### src/rtl/pineball_motion_engine.sv
// Frame-paced bouncing-ball position engine.
//
//   state     | meaning
//   ----------+---------------------------------------------------------
//   ST_IDLE   | ball parked at INIT, waiting for launch
//   ST_MOVE   | ball steps once per frame_tick while run is high
//   ST_LOST   | ball missed at the bottom; frozen until the respawn timeout
module pineball_motion_engine #(
  parameter int X_W         = 10,
  parameter int Y_W         = 10,
  parameter int H_RES       = 640,
  parameter int V_RES       = 480,
  parameter int BALL_SZ     = 8,
  parameter int SPD_W       = 4,
  parameter int INIT_X      = 316,
  parameter int INIT_Y      = 236,
  parameter int BOTTOM_MISS = 1,
  parameter int LOST_FRAMES = 60
) (
  input  logic             clk,
  input  logic             rst_n,
  input  logic             frame_tick,
  input  logic             run,
  input  logic             launch,
  input  logic [SPD_W-1:0] spd_x_in,
  input  logic [SPD_W-1:0] spd_y_in,
  input  logic             dir_x_in,
  input  logic             dir_y_in,
  output logic [X_W-1:0]   pos_x,
  output logic [Y_W-1:0]   pos_y,
  output logic             dir_x,
  output logic             dir_y,
  output logic [3:0]       hit_edge,
  output logic             miss,
  output logic [1:0]       state
);

  typedef enum logic [1:0] {ST_IDLE = 2'd0, ST_MOVE = 2'd1, ST_LOST = 2'd2} state_t;

  localparam int LC_W = (LOST_FRAMES > 1) ? $clog2(LOST_FRAMES) : 1;
  localparam logic [X_W:0]    X_MAX  = (X_W+1)'(H_RES - BALL_SZ);
  localparam logic [Y_W:0]    Y_MAX  = (Y_W+1)'(V_RES - BALL_SZ);
  localparam logic [X_W-1:0]  X_INIT = X_W'(INIT_X);
  localparam logic [Y_W-1:0]  Y_INIT = Y_W'(INIT_Y);
  localparam logic [LC_W-1:0] LC_END = LC_W'(LOST_FRAMES - 1);

  state_t           state_q, state_d;
  logic [X_W-1:0]   pos_x_q, pos_x_d;
  logic [Y_W-1:0]   pos_y_q, pos_y_d;
  logic             dir_x_q, dir_x_d, dir_y_q, dir_y_d;
  logic [SPD_W-1:0] spd_x_q, spd_x_d, spd_y_q, spd_y_d;
  logic [3:0]       hit_q, hit_d;
  logic             miss_q, miss_d;
  logic [LC_W-1:0]  lost_q, lost_d;

  logic [X_W:0]   x_ext, x_spd, x_sum, x_dif;
  logic [Y_W:0]   y_ext, y_spd, y_sum, y_dif;
  logic [X_W-1:0] x_nxt;
  logic [Y_W-1:0] y_nxt;
  logic           x_dnxt, y_dnxt, hit_l, hit_r, hit_t, hit_b;

  // Candidate one-frame step for each axis; sums carry an extra bit so nothing wraps.
  always_comb begin
    x_ext  = {1'b0, pos_x_q};
    x_spd  = (X_W+1)'(spd_x_q);
    x_sum  = x_ext + x_spd;
    x_dif  = x_ext - x_spd;
    x_nxt  = pos_x_q;
    x_dnxt = dir_x_q;
    hit_l  = 1'b0;
    hit_r  = 1'b0;
    if (spd_x_q != '0) begin
      if (dir_x_q) begin
        if (x_sum >= X_MAX) begin
          x_nxt  = X_MAX[X_W-1:0];
          x_dnxt = 1'b0;
          hit_r  = 1'b1;
        end else begin
          x_nxt = x_sum[X_W-1:0];
        end
      end else if (x_ext <= x_spd) begin
        x_nxt  = '0;
        x_dnxt = 1'b1;
        hit_l  = 1'b1;
      end else begin
        x_nxt = x_dif[X_W-1:0];
      end
    end

    y_ext  = {1'b0, pos_y_q};
    y_spd  = (Y_W+1)'(spd_y_q);
    y_sum  = y_ext + y_spd;
    y_dif  = y_ext - y_spd;
    y_nxt  = pos_y_q;
    y_dnxt = dir_y_q;
    hit_t  = 1'b0;
    hit_b  = 1'b0;
    if (spd_y_q != '0) begin
      if (dir_y_q) begin
        if (y_sum >= Y_MAX) begin
          y_nxt  = Y_MAX[Y_W-1:0];
          y_dnxt = 1'b0;
          hit_b  = 1'b1;
        end else begin
          y_nxt = y_sum[Y_W-1:0];
        end
      end else if (y_ext <= y_spd) begin
        y_nxt  = '0;
        y_dnxt = 1'b1;
        hit_t  = 1'b1;
      end else begin
        y_nxt = y_dif[Y_W-1:0];
      end
    end
  end

  // Next-state and registered-output decisions.
  always_comb begin
    state_d = state_q;
    pos_x_d = pos_x_q;
    pos_y_d = pos_y_q;
    dir_x_d = dir_x_q;
    dir_y_d = dir_y_q;
    spd_x_d = spd_x_q;
    spd_y_d = spd_y_q;
    lost_d  = lost_q;
    hit_d   = 4'b0000;
    miss_d  = 1'b0;
    case (state_q)
      ST_IDLE: begin
        pos_x_d = X_INIT;
        pos_y_d = Y_INIT;
        if (launch) begin
          spd_x_d = spd_x_in;
          spd_y_d = spd_y_in;
          dir_x_d = dir_x_in;
          dir_y_d = dir_y_in;
          state_d = ST_MOVE;
        end
      end
      ST_MOVE: begin
        if (frame_tick && run) begin
          pos_x_d = x_nxt;
          dir_x_d = x_dnxt;
          pos_y_d = y_nxt;
          dir_y_d = y_dnxt;
          hit_d   = {hit_b, hit_t, hit_r, hit_l};
          // A bottom miss keeps dir_y pointing down; the respawn resets it.
          if (hit_b && (BOTTOM_MISS != 0)) begin
            dir_y_d = dir_y_q;
            miss_d  = 1'b1;
            state_d = ST_LOST;
          end
        end
      end
      ST_LOST: begin
        if (frame_tick) begin
          if (lost_q == LC_END) begin
            lost_d  = '0;
            pos_x_d = X_INIT;
            pos_y_d = Y_INIT;
            dir_x_d = 1'b1;
            dir_y_d = 1'b1;
            state_d = ST_IDLE;
          end else begin
            lost_d = lost_q + 1'b1;
          end
        end
      end
      default: state_d = ST_IDLE;
    endcase
  end

  // State registers with synchronous active-low reset.
  always_ff @(posedge clk) begin
    if (!rst_n) begin
      state_q <= ST_IDLE;
      pos_x_q <= X_INIT;
      pos_y_q <= Y_INIT;
      dir_x_q <= 1'b1;
      dir_y_q <= 1'b1;
      spd_x_q <= '0;
      spd_y_q <= '0;
      hit_q   <= 4'b0000;
      miss_q  <= 1'b0;
      lost_q  <= '0;
    end else begin
      state_q <= state_d;
      pos_x_q <= pos_x_d;
      pos_y_q <= pos_y_d;
      dir_x_q <= dir_x_d;
      dir_y_q <= dir_y_d;
      spd_x_q <= spd_x_d;
      spd_y_q <= spd_y_d;
      hit_q   <= hit_d;
      miss_q  <= miss_d;
      lost_q  <= lost_d;
    end
  end

  assign pos_x    = pos_x_q;
  assign pos_y    = pos_y_q;
  assign dir_x    = dir_x_q;
  assign dir_y    = dir_y_q;
  assign hit_edge = hit_q;
  assign miss     = miss_q;
  assign state    = state_q;

endmodule

### config.mk
export PLATFORM = sky130hd
export DESIGN_NAME = pineball_motion_engine
export DESIGN_NICKNAME = d
export VERILOG_FILES = /design/src/rtl/pineball_motion_engine.sv
export SDC_FILE = /design/constraint.sdc
export NUM_CORES = 1
export LEC_CHECK = 0
export ABC_AREA = 1
export BUFFER_PORTS_ARGS = -buffer_cell sky130_fd_sc_hd__clkbuf_2
export CELL_PAD_IN_SITES_DETAIL_PLACEMENT = 1
export CELL_PAD_IN_SITES_GLOBAL_PLACEMENT = 2
export CORE_MARGIN = 5
export CORE_UTILIZATION = 29
export CTS_CLUSTER_DIAMETER = 40
export DETAILED_ROUTE_END_ITERATION = 16
export PLACE_DENSITY_LB_ADDON = 0.3
export SETUP_SLACK_MARGIN = 0.05
export SYNTH_ARGS = -nofsm -noshare
export SYNTH_HDL_FRONTEND = slang
export SYNTH_SLANG_ARGS = --single-unit
### constraint.sdc
create_clock -name clk -period 2 [get_ports clk]
set_clock_uncertainty 0.15 [all_clocks]
set_input_delay 0.1 -clock clk [delete_from_list [all_inputs] [get_ports clk]]
set_output_delay 0.1 -clock clk [all_outputs]
set_load 0.005 [all_outputs]
Word level (Yosys, flattened, before mapping)
Index checks and enable logic that the tools add are counted.

storage, ports and cells
  flip-flop bits (word level) = 43
  bits in latches = 0
  RAM bits = 0
  ROM bits = 0
  input bits = 15
  output and inout port bits = 29
  logic and storage cells = 99
  memories = 0

cells by class
  add/sub/neg operators = 5
  multipliers = 0
  divide/modulo/power cells = 0
  order comparisons = 4
  eq/ne operators = 11
  shifts and indexed selects = 0
  multiplexer cells = 45
  bitwise operators = 5
  reductions and logical operators = 16

operators by type and width
  kind                                                                      number
  10-bit two-way mux                                                        14
  10-bit one-hot mux with 3 select lines                                    2
  10-bit by 4-bit adder with 11-bit output                                  2
  10-bit by 4-bit <= comparator with 1-bit output                           2
  1-bit two-way mux                                                         20
  5-bit AND reduction                                                       4
  10-bit by 4-bit subtractor with 10-bit output                             2
  2-bit inequality test (second input constant)                             8
  11-bit by 10-bit >= comparator with 1-bit output (second input constant)  1
  11-bit by 9-bit >= comparator with 1-bit output (second input constant)   1
  2-bit two-way mux                                                         5
  5-bit OR reduction                                                        2
  4-bit nonzero test                                                        2
  7-bit AND reduction                                                       1
  6-bit by 1-bit adder with 6-bit output (second input constant)            1
  6-bit == test (second input constant)                                     1
  6-bit two-way mux                                                         1
  1-bit one-hot mux with 3 select lines                                     2
  2-bit one-hot mux with 3 select lines                                     1
  6-bit AND reduction                                                       1
  1-bit inverter                                                            5
  2-bit AND reduction                                                       2
  3-bit AND reduction                                                       1
  3-bit nonzero test                                                        1
  other kinds (4)                                                           4

Depth between registers and ports, before layout
  word-level depth = 8
  gate-level depth with buffers = 18
  depth with buffers taken out = 17

Least setup slack after synthesis
No wires, ideal clock.

  path type = reg2reg
  start = register pos_x_q[0], in the netlist pos_x[0]
  end = register pos_x_q[5], in the netlist pos_x[5]
  setup time = 0.136 ns
  arrival time = 1.975 ns
  path slack = -0.261 ns
  stages on the path, launching flop included = 14
  buffers on the path = 0
  clock period less this slack = 2.261 ns
  cells stage by stage = dfxtp_1 > ha_1 > inv_1 > fa_1 > nand3b_1 > nand2_2 > nand2_2 > xor2_2 > nor2_2 > nand3_2 > nand3_4 > nand3_1 > nand2_1 > o211ai_1

between the ends
  cells in the longest elaborated chain, start to end = 7
  elaborated cells on any way between the ends = 10
  those cells by class = add/sub (2); order compare (2); mux (6)

RTL lines
  what                                              line  text
  from (decl)                                       48    logic [X_W-1:0] pos_x_q, pos_x_d;
  from (signal assigned)                            189   pos_x_q <= pos_x_d;
  10-bit by 4-bit adder with 11-bit output          66    x_sum = x_ext + x_spd;
  11-bit by 10-bit >= comparator with 1-bit output  74    if (x_sum >= X_MAX) begin
  10-bit two-way mux                                74
  10-bit two-way mux (*)                            73    if (dir_x_q) begin
  10-bit two-way mux (*)                            72    if (spd_x_q != '0) begin
  10-bit two-way mux (*)                            142   if (frame_tick && run) begin
  10-bit one-hot mux with 3 select lines (*)        129   case (state_q)

Mark *: on every way between the ends. The rest lies on a longest branch, timed or not. The select of a mux whose other input is x is not followed.
A chain may end at the register's enable or synchronous reset.

Worst setup path in the final report
  start = register pos_y_q[0], in the netlist pos_y[0]
  end = register pos_y_q[2], in the netlist pos_y[2]

between the ends
  cells in the longest elaborated chain, start to end = 7
  elaborated cells on any way between the ends = 10
  those cells by class = add/sub (2); order compare (2); mux (6)

RTL lines
  what                                             line  text
  from (decl)                                      49    logic [Y_W-1:0] pos_y_q, pos_y_d;
  from (signal assigned)                           190   pos_y_q <= pos_y_d;
  10-bit by 4-bit adder with 11-bit output         92    y_sum = y_ext + y_spd;
  11-bit by 9-bit >= comparator with 1-bit output  100   if (y_sum >= Y_MAX) begin
  10-bit two-way mux                               100
  10-bit two-way mux (*)                           99    if (dir_y_q) begin
  10-bit two-way mux (*)                           98    if (spd_y_q != '0) begin
  10-bit two-way mux (*)                           142
  10-bit one-hot mux with 3 select lines (*)       129

Marks and branches as above.

==> implementation parameters <==
Parameter                              Value

Floorplanning
  Number of placed I/O pins    44
  Core Area    roughly 0.011 mm^2
  Chip height    about 120 um
  Number of rows in the core area    39
  Effective utilization at floorplan    approximately 30%
  DIE WIDTH    roughly 120 um
  Die Outline Area    roughly 0.014 mm^2

Hold path
  Min-delay worst type    in -> reg
  Instance count along the most critical hold path    3
  Critical hold path startpoint    rst_n
  End of the worst hold path    pos_y[3]

Worst setup path
  Crit end category    flop
  Critical path startpoint category    flop
  Required time at the worst-slack endpoint    roughly 2.1 ns
  Start point of the critical path    pos_y[0]
  Slack of the worst reg-to-reg path    -0.32 ns
  WP data arrival    2.41 ns
  Setup Crit Path Kind    reg -> reg
  Critical Path Fanout Max    3
  Cell depth of the worst flop-to-flop path    14
  R2r startpoint    pos_y[0]
  Critical R2R Capture    pos_y[2]

Drt
  Final routed DRC violation total    0
  Total via count in the routed design    approximately 3900
  DR WL/cell    between 15 and 20 um
  Number of nets with antenna violations after detailed routing    0
  Initial DRC Count    129
  Routed vias/inst    around 4.8
  Post-detailed-routing wire length    between 10000 and 15000 um
  Count of TritonRoute iterations in the first routing pass    4

Synthesis
  Adder-cell share of the synthesized area    about a tenth
  Synthesized instance count    498
  Count of flip-flops with a built-in enable after synthesis    0
  Share of synthesized area occupied by flip-flops and latches    25.04%
  Main combinational cell family by area after synthesis    simple AND/OR/NAND/NOR gates
  Async SR Flop Fraction    0%
  Yosys top cell by area    dfxtp_1
  Cell variety after synth    43
  Yosys warning total    0
  Top post-synthesis cells by area    dfxtp_1 (25%), nand2_1 (14%), ha_1 (8.2%)
  Flops & latches, synth    42
  Mean post-synth cell area    between 6 and 7 um^2
  Parity-gate share of the synthesized area counting xor and xnor cells    3.875%
  Synthesized-area fraction occupied by ao, oa, aoi and oai cells    between 10% and 20%
  Synth Net Count    ~540
  Post-Synth Simple-Gate Area    between 30% and 40%
  Syn Std Cell Area    0.003358 mm^2
  Predominant post-synthesis flop cell    dfxtp_1
  Multiplexer fraction of the synthesized cell area    0%
  Share of the synthesized area in the top cell type    roughly 25%

Clocking
  Clock tree from TritonCTS    done
  CTS buffer count    5
  Max clock buf depth    2
  CTS sink count    42
  CTS Root Buffer Type    clkbuf_16
  Clock Pin Slew Worst Setup and Hold Paths    about 0.07 ns
  Clock insertion delay at the later pin of the skew report    0.30 ns
  H-Tree Depth    2

Place
  Weighted congestion at the end of routability-driven global placement    around 0.88
  Detailed placer's ending HPWL    ~10000 um
  Port Buffer Count    43

Power
  Sw power    about 0.0019 W
  Power after layout    approximately 0.0045 W
  Power Internal    about 0.0026 W
  Portion of total power attributed to combinational logic    a little under 60%
  Fraction of power consumed by sequential logic    a little under a quarter
  Switch share    about two fifths
  Leakage power figure    between 2 and 2.5 nW
  Proportion of power drawn by the clock network    between 10% and 20%
  Pwr dens    between 800 and 900 mW/mm^2
  Maximum VDD drop    between 0.4 and 0.5 mV

Job
  Number of max-cap violations    0

Finish
  Diodes inserted    0
  Share of post-route cells with drive strength above 1    46.56%
  Layout Nets    708
  Footprint of the multi-input gates    around 0.0026 mm^2
  Fillcell total    1428
  Post-layout utilization of the core    46.94%
  Synth-to-Final Area Change    58.90%
  Storage element area    between 800 and 900 um^2

STA
  Max_slew headroom    76.56%
  Post-route minimum period    around 2.3 ns
  Slew @ Worst Pin    0.3489 ns
  Max Clock Freq    ~0.43 GHz
  PnR worst setup slack    -0.3205 ns
  Fraction of the cycle the final worst path needs    116.0%
  Final Hold Violating Endpoints    0
  RSZ-0062 raised after global routing    yes
  Number of endpoints failing setup at the final stage    27
  Slew Viols, Final    0

Global routing
  Overflow after GRT    0
  Total routing usage reported by global routing    18.46%
  Number of antenna violations at the first check in global routing    0
  Maximum number of pins on one net before global-route repair    19
  Via count of the first global-routing pass    roughly 4200
  First-pass GRT wire length    ~21000 um

Run status
  Violations in the final reports    negative setup slack
  Run status    finished with violations
==> cell type report <==
class	count	area share, %
well taps	143	3.353
clock buffers	6	2.415
clock inverters	2	0.2579
inverters	63	4.525
repair buffers	174	24.31
flip-flops and latches	42	16.25
multi-input cells	381	48.89
==> metrics by stage <==
| stage | cell area (um^2) | std cells | setup slack, ns | setup TNS, ns | hold WS, ns |
|---|---|---|---|---|---|
| after floorplan | 3480 | 498 | -0.1114 | -1.086 | 0.08090 |
| after CTS | 5134 | 801 | -0.3084 | -5.945 | 0.05359 |
| final | 5336 | 811 | -0.3205 | -6.759 | 0.05024 |
| after global placement | 4477 | 760 | -0.3343 | -5.511 | 0.2219 |
| after detailed placement | 4477 | 760 | -0.3532 | -6.657 | 0.2308 |
| after global routing | 5336 | 811 | -0.4547 | -10.44 | 0.07421 |
==> cell usage in the layout (no fill, tap or decap), types with 5 or more instances in the layout <==
master | netlist | layout
clkbuf_2 | 0 | 43
nand2_2 | 8 | 24
dfxtp_1 | 42 | 33
a21oi_1 | 28 | 24
buf_4 | 3 | 106
nor2_4 | 2 | 6
nor3_2 | 4 | 7
nor2_1 | 36 | 28
dfxtp_4 | 0 | 6
nand2_1 | 129 | 108
nand2_4 | 2 | 6
xor2_1 | 12 | 11
nand4_1 | 10 | 10
nand3_2 | 4 | 12
buf_6 | 1 | 13
nor3_1 | 11 | 8
ha_4 | 0 | 8
inv_2 | 14 | 19
clkbuf_16 | 0 | 5
inv_1 | 48 | 41
nor2_2 | 4 | 8
dlygate4sd3_1 | 0 | 10
o21ai_1 | 8 | 12
ha_1 | 22 | 12
o21ai_0 | 24 | 16
nand3_1 | 36 | 27
a21oi_2 | 8 | 10
==> critical path, stage by stage (launching register included) <==
cell      delay, ns
dfxtp_4        0.37
inv_2          0.04
ha_4           0.15
fa_2           0.37
nor2_2         0.11
o21ai_2        0.07
nand2_2        0.07
nand2_1        0.06
nand2_1        0.07
inv_2          0.05
nor2_4         0.16
inv_2          0.08
o211ai_1       0.27
o22ai_1        0.15
nand2_1        0.07
==> cells in the mapped netlist (8+ instances only) <==
cell,instances
ha_1,22
inv_1,48
nand4_1,10
xor2_1,12
nand2_2,8
nand3_1,36
nor2_1,36
o21ai_0,24
nor3_1,11
o21ai_1,8
dfxtp_1,42
a21oi_1,28
nand2_1,129
inv_2,14
a21oi_2,8
==> worst max-delay path by stage <==
stage,depth (start not counted),end,slack (ns)
after floorplan,13,pos_x[5],-0.11
after global placement,15,pos_x[3],-0.33
after detailed placement,14,pos_y[2],-0.35
after CTS,14,dir_x,-0.31
after global routing,17,state[0],-0.45
final,14,pos_y[2],-0.32
==> flip-flops by register name (all words and copies together) (netlist names) <==
signal / flops
dir_x: 1
dir_y: 1
hit_edge: 4
lost_q: 6
pos_x: 10
pos_y: 10
spd_x_q: 4
spd_y_q: 4
state: 2
==> metal layers <==
metal  part of all wire (%)  global-route usage [%]  vias up
li1                       -                       -     1962
met1                     47                   24.27     1853
met2                     49                   31.61       46
met3                    2.7                   3.075       18
met4                    1.5                   4.158        0
met5                      0                       0        -
==> logic make-up (layout without fill, tap and decap cells) <==
family / count (synthesis) / in the layout
adders and majority gates: 26 / 26
DFF: 42 / 42
and+or+nand+nor: 261 / 261
AOI/OAI and AO/OA: 80 / 80
xor gates and xnor gates: 14 / 14
buffers and inverters: 75 / 245
==> timing repair <==
item                       4_1_cts  5_1_grt
hold endpoints to repair        10        0
setup endpoints to repair       28       29
gates resized for setup         57       39
hold buffers                    10        0
buffers inserted                24       11
pin swaps                       27       32
cloned                           0        0
==> power groups by stage <==
stage          clock network, W  registers (W)  logic, W
2_1_floorplan                 0        0.00105   0.00120
3_3_place_gp                  0        0.00105   0.00218
3_5_place_dp                  0        0.00105   0.00222
4_1_cts                0.000864        0.00104   0.00247
5_1_grt                0.000900        0.00105   0.00290
6_report               0.000833        0.00104   0.00265
No activity file was read; power rests on OpenSTA's default activity.
